==> config.mk <==
export PLATFORM = sky130hd
export DESIGN_NAME = intdiv_mulrec
export DESIGN_NICKNAME = d
export VERILOG_FILES = /design/src/rtl/intdiv_pkg.sv /design/src/rtl/intdiv_mulrec_step.sv /design/src/rtl/intdiv_mulrec.sv
export SDC_FILE = /design/constraint.sdc
export NUM_CORES = 1
export LEC_CHECK = 0
export CAP_MARGIN = 20
export CORE_ASPECT_RATIO = 0.7
export CORE_UTILIZATION = 48
export DETAILED_ROUTE_END_ITERATION = 8
export DONT_BUFFER_PORTS = 1
export PLACE_DENSITY = 0.64
export SLEW_MARGIN = 5
export SYNTH_ARGS = -nofsm -noshare
export SYNTH_HDL_FRONTEND = slang
export SYNTH_SLANG_ARGS = --single-unit
==> constraint.sdc <==
create_clock -name clk -period 2.35 [get_ports clk]
set_clock_uncertainty 0.1 [all_clocks]
set_input_delay 0.5875 -clock clk [delete_from_list [all_inputs] [get_ports clk]]
set_output_delay 0.5875 -clock clk [all_outputs]
set_load 0.03 [all_outputs]
==> src/rtl/intdiv_pkg.sv <==
// Shared definitions for the intdiv datapath: signed-digit (SD2) codes, FSM states
// and the Booth recoding helpers used by the reconstructor.
package intdiv_pkg;

    localparam logic [1:0] SD2_ZERO   = 2'b00;
    localparam logic [1:0] SD2_POS1_1 = 2'b01;
    localparam logic [1:0] SD2_POS1_2 = 2'b10;
    localparam logic [1:0] SD2_NEG1   = 2'b11;

    typedef enum logic [1:0] {
        IDLE = 2'd0,
        RUN  = 2'd1,
        FIX  = 2'd2,
        DONE = 2'd3
    } state_t;

    function automatic logic sd2_is_pos(input logic [1:0] d);
        return (d == SD2_POS1_1) || (d == SD2_POS1_2);
    endfunction

    function automatic logic sd2_is_neg(input logic [1:0] d);
        return d == SD2_NEG1;
    endfunction

    // Radix-2 Booth: {Q[0],q_m1} = 10 subtracts M, 01 adds M, 00/11 does nothing.
    function automatic logic [1:0] booth_sd2(input logic q0, input logic q_m1);
        logic [1:0] d;
        d = SD2_ZERO;
        if (q0 && !q_m1) begin
            d = SD2_NEG1;
        end else if (!q0 && q_m1) begin
            d = SD2_POS1_1;
        end
        return d;
    endfunction

endpackage

==> src/rtl/intdiv_mulrec_step.sv <==
// One radix-2 Booth step: add/subtract M into A per the recoded digit, then
// arithmetic shift right of {A,Q,q_m1} by one bit.
module intdiv_mulrec_step
    import intdiv_pkg::*;
#(
    parameter int N = 5
) (
    input  logic [N:0]   i_a,
    input  logic [N:0]   i_m,
    input  logic [N-1:0] i_q,
    input  logic         i_q_m1,
    output logic [N:0]   o_a,
    output logic [N-1:0] o_q,
    output logic         o_q_m1
);

    logic [1:0] w_digit;
    logic [N:0] w_sum;

    always_comb begin
        w_digit = booth_sd2(i_q[0], i_q_m1);
        if (sd2_is_neg(w_digit)) begin
            w_sum = i_a - i_m;
        end else if (sd2_is_pos(w_digit)) begin
            w_sum = i_a + i_m;
        end else begin
            w_sum = i_a;
        end
        o_a    = {w_sum[N], w_sum[N:1]};
        o_q    = {w_sum[0], i_q[N-1:1]};
        o_q_m1 = i_q[0];
    end

endmodule

==> src/rtl/intdiv_mulrec.sv <==
// Sequential reconstructor x = z*y + r (inverse of the intdiv divider): radix-2 Booth,
// one step per clock, then a single fix-up add of the remainder.
module intdiv_mulrec
    import intdiv_pkg::*;
#(
    parameter int N = 5
) (
    input  logic           clk,
    input  logic           rst_n,
    input  logic           in_valid,
    output logic           in_ready,
    input  logic [N-1:0]   z,
    input  logic [N-1:0]   y,
    input  logic [N-1:0]   r,
    output logic           out_valid,
    input  logic           out_ready,
    output logic [2*N-1:0] x,
    output logic           busy
);

    localparam int CW = $clog2(N + 1);

    state_t r_state;
    state_t w_state_nxt;

    logic [N:0]     r_a;
    logic [N:0]     r_m;
    logic [N-1:0]   r_q;
    logic           r_q_m1;
    logic [N-1:0]   r_r;
    logic [CW-1:0]  r_cnt;
    logic [2*N-1:0] r_x;

    logic [N:0]     w_step_a;
    logic [N-1:0]   w_step_q;
    logic           w_step_q_m1;
    logic           w_accept;
    logic           w_last;
    logic [2*N-1:0] w_fix_x;

    intdiv_mulrec_step #(.N(N)) u_step (
        .i_a    (r_a),
        .i_m    (r_m),
        .i_q    (r_q),
        .i_q_m1 (r_q_m1),
        .o_a    (w_step_a),
        .o_q    (w_step_q),
        .o_q_m1 (w_step_q_m1)
    );

    assign w_last = (r_cnt == CW'(N - 1));

    // The product fits 2N bits, so A's top bit is redundant sign and drops out of the cast.
    assign w_fix_x = (2*N)'({r_a, r_q} + {{(N+1){r_r[N-1]}}, r_r});

    always_ff @(posedge clk) begin
        if (!rst_n) begin
            r_state <= IDLE;
        end else begin
            r_state <= w_state_nxt;
        end
    end

    always_comb begin
        w_state_nxt = r_state;
        in_ready    = 1'b0;
        out_valid   = 1'b0;
        busy        = 1'b1;
        w_accept    = 1'b0;
        unique case (r_state)
            IDLE: begin
                in_ready = 1'b1;
                busy     = 1'b0;
                if (in_valid) begin
                    w_accept    = 1'b1;
                    w_state_nxt = RUN;
                end
            end
            RUN: begin
                if (w_last) begin
                    w_state_nxt = FIX;
                end
            end
            FIX: begin
                w_state_nxt = DONE;
            end
            DONE: begin
                out_valid = 1'b1;
                if (out_ready) begin
                    w_state_nxt = IDLE;
                end
            end
            default: begin
                w_state_nxt = IDLE;
            end
        endcase
    end

    always_ff @(posedge clk) begin
        if (!rst_n) begin
            r_a    <= '0;
            r_m    <= '0;
            r_q    <= '0;
            r_q_m1 <= 1'b0;
            r_r    <= '0;
            r_cnt  <= '0;
            r_x    <= '0;
        end else if (w_accept) begin
            r_a    <= '0;
            r_m    <= {y[N-1], y};
            r_q    <= z;
            r_q_m1 <= 1'b0;
            r_r    <= r;
            r_cnt  <= '0;
        end else if (r_state == RUN) begin
            r_a    <= w_step_a;
            r_q    <= w_step_q;
            r_q_m1 <= w_step_q_m1;
            r_cnt  <= r_cnt + CW'(1);
        end else if (r_state == FIX) begin
            r_x    <= w_fix_x;
        end
    end

    assign x = r_x;

endmodule

== Yosys cells after proc, flatten, opt, wreduce, memory -nomap -nowiden ==
Cells that the tools add are included.
Widths: inputs -> output; s select.

* Flip-flop bits (word level): 36
* Input bits: 19
* Output and inout port bits: 13
* Logic and storage cells: 50

* Add/subtract/negate cells: 4
* Equal/unequal tests: 10
* Multiplexer cells: 15
* Bitwise gates (word level): 3
* Reductions and logical operators: 10

{| class="wikitable"
|+ Operator list
! cell !! count
|-
| $mux 6 || 2
|-
| $add 10x5->10 || 1
|-
| $mux 5 || 2
|-
| $eq 2x2->1 const B || 4
|-
| $mux 2 || 4
|-
| $pmux 2 s4 || 1
|-
| $add 5x5->6 || 1
|-
| $mux 1 || 6
|-
| $ne 2x2->1 const B || 3
|-
| $reduce_and 3->1 || 2
|-
| $sub 5x5->6 || 1
|-
| $eq 2x1->1 const B || 2
|-
| $add 3x1->3 const B || 1
|-
| $eq 3x3->1 const B || 1
|-
| $not 1->1 || 3
|-
| $logic_and 1x1->1 || 2
|-
| $logic_not 1->1 || 2
|-
| $logic_not 2->1 || 1
|-
| $reduce_bool 2->1 || 1
|-
| $reduce_or 2->1 || 1
|-
| $logic_or 1x1->1 || 1
|}

== Longest topological paths before layout ==
Gate-level depths: netlist of run 1.

* Depth after elaboration: 10
* Gate-level depth with buffers: 8
* Mapped depth without buffers: 8

== Hierarchy ==
From an unflattened synthesis of run 1, not the netlist that was laid out.

* Cells, all modules: 323
* Area total of the unflattened synthesis: 2,610.0 um2

{| class="wikitable"
|+ By module, submodules not included
! module !! instances !! cells an instance !! area an instance (um2) !! seq. area each (um2)
|-
| intdiv_mulrec || 1 || 229 || 1,935.6 || 740.7
|-
| intdiv_mulrec_step || 1 || 94 || 674.4 || 0.0
|}

== Worst setup path before layout of run 1 ==
Ideal clock, no wire load.

* Path kind: flip-flop to flip-flop
* Start point: register r_q[0]
* End point: register r_x[6], in the netlist x[6]
* Library setup time: 0.129 ns
* Arrival time: 1.612 ns
* Required time: 2.121 ns
* Slack: 0.510 ns
* Stages on the path, launching flop included: 9
* Buffers on the path: 0
* Period minus slack after synthesis: 1.840 ns
* Cell sequence: dfxtp_1 ha_1 inv_1 fa_1 nand2b_1 a21oi_1 a31oi_1 nand4_1 o211ai_1

* Longest elaborated chain between the ends: 1

{| class="wikitable"
|+ Ends and longest elaborated chain
! what !! line !! RTL
|-
| from (decl) || intdiv_mulrec.sv:28 || <nowiki>logic [N-1:0] r_q;</nowiki>
|-
| from (signal assigned) || intdiv_mulrec.sv:111 || <nowiki>r_q <= z;</nowiki>
|-
| from (signal assigned) || intdiv_mulrec.sv:117 || <nowiki>r_q <= w_step_q;</nowiki>
|-
| $add 10x5->10 || intdiv_mulrec.sv:54 || <nowiki>assign w_fix_x = (2*N)'({r_a, r_q} + {{(N+1){r_r[N-1]}}, r_r});</nowiki>
|-
| to (signal assigned) || intdiv_mulrec.sv:121 || <nowiki>r_x <= w_fix_x;</nowiki>
|-
| to (decl) || intdiv_mulrec.sv:32 || <nowiki>logic [2*N-1:0] r_x;</nowiki>
|}

Every way passes these cells.
A chain may end at the register's enable or synchronous reset.

== Worst setup path in the final report of run 1 ==
* Start point: register r_q[0]
* End point: register r_x[8], in the netlist x[8]

Same word-level chain as after synthesis.

==> impl_metrics.yaml, run 1 <==
clock_tree:
  cts_max_level: 2
  cts-hold-fix-buffers: 0
  insertion_delay_ps: 280
  post_cts_buffers: 0
  numCtsBuffers: 5
  ctsResizeCount: 0
  cts_num_sinks: 36
  clk_pin_slew_ps: 80
  clockBufferDepth: 2
  cts_root_buf: "clkbuf_8"
  cts_tree: "built"
placement:
  place_ws_ps: 302
  gp_congestion: 0.845
  portBuffers: 0
  dpl_cell_area_um2: 2370
  hpwlAfterDp_mm: 3.53
critical_path:
  worstPathCellList: "ha_1, inv_1, fa_1, nand2b_1, a21oi_1, a21oi_1, nand4_1, o211ai_1"
  end_kind: "flip-flop"
  criticalPathCategory: "flip-flop to flip-flop"
  cp_max_fo: 4
  critPathBufInv: 1
  slowest_delay_ps: 390
  crit_path_start_kind: "flip-flop"
  crit_arrival_ps: 2140
  cpMostUsedCell: "a21oi_1"
  crit_family: "adder cells"
  crit_slowest_cell: "dfxtp_1"
  cp_data_required_time_ps: 2420
routing:
  drc: 0
  antenna_left: 0
  avgViaCountPerCell: 5.53
  wl_per_cell_um: 14.2
  drtPass1Iterations: 4
  vias: 1830
  drt_iter0_drc: 106
  wl_mm: 4.69
global_routing:
  grt_first_pass_wirelength_mm: 7.87
  grt_max_degree: 36
  grt_pass1_vias: 1662
  antenna_found_initial: 0
  overflow: 0
  grt_usage_pct: 20.1
floorplan:
  core_area_um2: 4500
  initial_core_util_pct: 51.6
  die_h_um: 60.2
  rows: 20
  io_pins: 32
  die_area_um2: 5130
  die_x_um: 85.2
power_and_ir_drop:
  power.density_nw_per_um2: 1110
  max-vdd-ir-drop_mv: 1.00
  leakage_nw: 1.04
  finalPower_w: 0.00274
synth:
  synthTopCellsByArea: "dfxtp_1 31%, ha_1 15%, nand2_1 6.3%, a21boi_0 3.9%, xnor2_1 3.8%"
  synthesis.nets: 326
  ys_ff_latch: 36
  yosysTopAreaCell: "dfxtp_1"
  synth_area_per_cell_um2: 8.40
  synth.most_common_cell: "nand2_1"
  yosysSeqAreaShare_pct: 31.0
  synth_common_cells: "39 x nand2_1, 36 x dfxtp_1, 27 x ha_1, 22 x inv_1, 20 x nor2_1"
  yosysUniqueCellTypes: 36
  syn_inst: 277
  yosys_most_used_dff: "dfxtp_1"
  synth.top_cell.area_share_pct: 31.0
  async_reset_ff_share_pct: 0
  yosys_warnings: 0
  synth-edff-count: 0
  syn_area_um2: 2330
sta:
  slew-limit-headroom_pct: 60.3
  setup_tns_ps: 0
  tightest_slew_ps: 595
  fin_crit_sh_pct: 88.3
  finalMaxSlewViolations: 0
  setup_ws_ps: 276
  hold_viol_final: 0
  setup_viol: 0
  max_freq_mhz: 482
  rsz0062_at_grt: "false"
  post-route-min-period_ps: 2070
cells_and_area:
  antenna_cells: 0
  fin_nets: 324
  multiInputGateArea_um2: 1470
  drive_gt1_share_pct: 5.43
  nFillCells: 432
  seq_area_um2: 721
  final_cell_area_um2: 2460
  areaGrowthSynthToFinish_pct: 5.86
worst_hold_path:
  hp-class: "input port to flip-flop"
job:
  drv_cap: 0
run_status:
  status: "completed"
-- flip-flops by register name, indices dropped and copies added, names as in the netlist --
signal and flops:
r_q 5, r_state 2, r_cnt 3, r_m 5
r_q_m1 1, r_r 5, x 10, r_a 5
-- worst register-to-register path: cells and delay by family (launching register included) --
kind	cells	cell delay [ps]
adders and majority gates	2	610
AOI/OAI and AO/OA	3	520
DFF	1	390
and+or+nand+nor	2	280
buffers and inverters	1	60
-- placed cells by master, fill, tap and decap left out, types with 2 or more instances in the layout --
master    count
ha_1         27
o211a_1       7
nand3b_1      6
a21o_1        3
a211oi_1      4
a21oi_1      13
mux2i_1       8
buf_4         4
clkinv_2      2
xor2_1        4
inv_1        22
o21ai_0       9
a21boi_0     12
fa_1          3
o21ai_1       2
clkbuf_8      5
xnor2_1      10
dfxtp_1      36
nor2_1       20
nor2b_1       7
o211ai_1      8
nand2_1      39
nand4_1       2
a31oi_1       5
nand2b_1      5
-- kinds of logic (layout without fill, tap and decap cells) --
group           Yosys count  in the layout  share of synthesized area [%]
compound gates           69             69                           20.3
flops                    36             36                           31.0
xor+xnor                 14             14                           5.27
mux                       9              9                           3.93
fa+ha+maj                30             30                           17.1
buf+inv                  35             34                           5.70
simple gates             84             84                           16.7
-- layout make-up --
class | instances | area share [%]
Inverter | 22 | 3.35
Sequential cell | 36 | 29.3
Clock inverter | 3 | 0.762
Timing Repair Buffer | 4 | 1.22
Tap cell | 55 | 2.79
Multi-Input combinational cell | 206 | 59.8
Clock buffer | 5 | 2.79
-- per-layer routing --
| layer | track usage (%) | vias up | wire length, µm |
|---|---|---|---|
| li1 | - | 944 | - |
| met1 | 28.5 | 839 | 2500 |
| met2 | 30.4 | 43 | 1830 |
| met3 | 5.80 | 4 | 317 |
| met4 | 4.36 | 0 | 42 |
| met5 | 0 | - | 0 |
-- final timing paths --
check | depth (start not counted) | start | slack [ps] | to
worst min register to register | 2 | r_r[2]$_SDFFE_PN0P_ | 370 | r_r[2]$_SDFFE_PN0P_
worst max-delay path | 8 | r_q[0]$_SDFFE_PN0P_ | 280 | x[8]$_SDFFE_PN0P_
worst max register to register | 8 | r_q[0]$_SDFFE_PN0P_ | 280 | x[8]$_SDFFE_PN0P_
worst min-delay path | 1 | rst_n | 330 | r_q[3]$_SDFFE_PN0P_
-- per-stage QoR --
step,hold slack [ps],util [%],cells
after CTS,321,54.7,331
final,328,54.7,331
after global placement,361,52.7,323
after floorplan,347,-,277
after global routing,312,54.7,331
after detailed placement,372,52.7,323
-- power breakdown --
| group | leakage (nW) | switching (W) | internal, W |
|---|---|---|---|
| clock | 0.0479 | 0.000232 | 0.000207 |
| sequential | 0.294 | 0.000196 | 0.000754 |
| combinational | 0.696 | 0.000782 | 0.000571 |
| total | 1.04 | 0.00121 | 0.00153 |
Note: power is estimated with default switching activity, not from simulation.
==> run 2: changes to the inputs <==
- CORE_UTILIZATION: 48 -> 60
- PLACE_DENSITY: 0.64 -> 0.77
- SKIP_CTS_REPAIR_TIMING: unset -> 1
==> run 2 against run 1 <==
  * Design area stayed put
  * Core utilization is 14 points higher
  * Register-to-register slack hardly changed
  * Routed wire length is 2.8% lower
  * Via count is 0.44% lower
  * Critical endpoint is now busy
  * Clock power is 5.7% higher
  * Power is 1.1% higher
  * Sequential share of layout area stayed put
  * Combinational power hardly changed
  * Hold slack worse by 8.4 ps
  * Critical path depth is 4 lower
==> impl_metrics.yaml, run 2 (synthesis results as in run 1) <==
clock_tree:
  cts_num_sinks: 36
  insertion_delay_ps: 290
  clockBufferDepth: 2
  cts_root_buf: "clkbuf_8"
  cts_max_level: 2
  cts_tree: "built"
  clk_pin_slew_ps: 80
  numCtsBuffers: 5
critical_path:
  crit_arrival_ps: 1420
  crit_path_start_kind: "flip-flop"
  end_kind: "output port"
  worstPathCellList: "inv_1, ha_1, inv_1, buf_4"
  cp_max_fo: 5
  slowest_delay_ps: 410
  criticalPathCategory: "flip-flop to output port"
  cp_data_required_time_ps: 1660
  cpMostUsedCell: "inv_1"
  crit_slowest_cell: "ha_1"
sta:
  rsz0062_at_grt: "false"
  hold_viol_final: 0
  max_freq_mhz: 474
  fin_crit_sh_pct: 89.8
  post-route-min-period_ps: 2110
  finalMaxSlewViolations: 0
  setup_viol: 0
  setup_tns_ps: 0
  slew-limit-headroom_pct: 62.0
  tightest_slew_ps: 570
global_routing:
  grt_max_degree: 36
  grt_usage_pct: 24.1
  overflow: 0
  antenna_found_initial: 0
  grt_first_pass_wirelength_mm: 7.62
  grt_pass1_vias: 1633
cells_and_area:
  nFillCells: 298
  layout_commonest_cell: "nand2_1"
  antenna_cells: 0
  final-instance-count-excl-fill: 326
  multiInputGateArea_um2: 1470
  final_util_pct: 68.3
  drive_gt1_share_pct: 5.07
  areaGrowthSynthToFinish_pct: 5.86
  fin_nets: 324
  layout_common_cells: "39 x nand2_1, 36 x dfxtp_1, 27 x ha_1, 22 x inv_1, 20 x nor2_1"
  largest_register_ffs: 10
  final_cell_area_um2: 2460
  seq_area_um2: 721
placement:
  post-place-cells: 318
  hpwlAfterDp_mm: 3.44
  portBuffers: 0
  dpl_cell_area_um2: 2370
  gp_congestion: 0.853
floorplan:
  initial_core_util_pct: 64.5
  rows: 18
  die_h_um: 54.1
  io_pins: 32
  die_x_um: 76.4
  die_area_um2: 4130
  core_area_um2: 3600
routing:
  wl_per_cell_um: 14.0
  wl_mm: 4.56
  antenna_left: 0
  avgViaCountPerCell: 5.59
  drt_iter0_drc: 165
  vias: 1822
  drtPass1Iterations: 4
  drc: 0
run_status:
  status: "completed"
power_and_ir_drop:
  leakage_nw: 1.03
  finalPower_w: 0.00277
  power.density_nw_per_um2: 1120
  max-vdd-ir-drop_mv: 1.21
worst_hold_path:
  hp-class: "input port to flip-flop"
job:
  drv_cap: 0
==> run 2: changes by cell type in the layout (fill, tap and decap cells not counted), sizes merged <==
cell / before / now
clkbuf: 5 / 7
clkinv: 3 / 0
clkinvlp: 0 / 1
==> run 2: critical path, delay by kind of cell (launching register included) <==
| family | cells | cell delay, ps |
|---|---|---|
| adder cells (fa/ha/maj) | 1 | 410 |
| buffers and inverters | 3 | 370 |
| flip-flops | 1 | 340 |
==> run 2: power by group <==
group	leakage [nW]	switching, W	total [W]	internal, W
combinational	0.696	0.000783	0.00136	0.000574
sequential	0.294	0.000196	0.000951	0.000755
clock	0.0445	0.000224	0.000463	0.000238
total	1.03	0.00120	0.00277	0.00157
==> run 2: path summary, 6_finish.rpt <==
path / depth (start not counted) / slack (ps) / startpoint / to
max reg2reg: 8 / 280 / r_q[0]$_SDFFE_PN0P_ / x[6]$_SDFFE_PN0P_
min: 1 / 320 / rst_n / r_q[3]$_SDFFE_PN0P_
max: 4 / 240 / r_state[0]$_SDFFE_PN0P_ / busy
min reg2reg: 2 / 380 / r_r[0]$_SDFFE_PN0P_ / r_r[0]$_SDFFE_PN0P_
==> run 2: final cells by class <==
class	instances	area share [%]
Multi-Input combinational cell	206	59.8
Sequential cell	36	29.3
Inverter	22	3.35
Timing Repair Buffer	4	1.22
Clock buffer	7	3.51
Tap cell	50	2.54
Clock inverter	1	0.305
==> run 2: through the flow <==
| stage | hold WS (ps) | setup WS (ps) |
|---|---|---|
| 6_report | 320 | 239 |
| 5_1_grt | 316 | 85.6 |
| 4_1_cts | 308 | 220 |
| 3_5_place_dp | 374 | 304 |
| 3_3_place_gp | 361 | 389 |
| 2_1_floorplan | 347 | 510 |
==> run 2: per-layer routing <==
layer / GRT usage, % / up-vias / routed length [µm]
met2: 37.2 / 57 / 1850
li1: - / 940 / -
met1: 32.9 / 820 / 2300
met3: 7.80 / 5 / 368
met4: 5.45 / 0 / 38
met5: 0 / - / 0
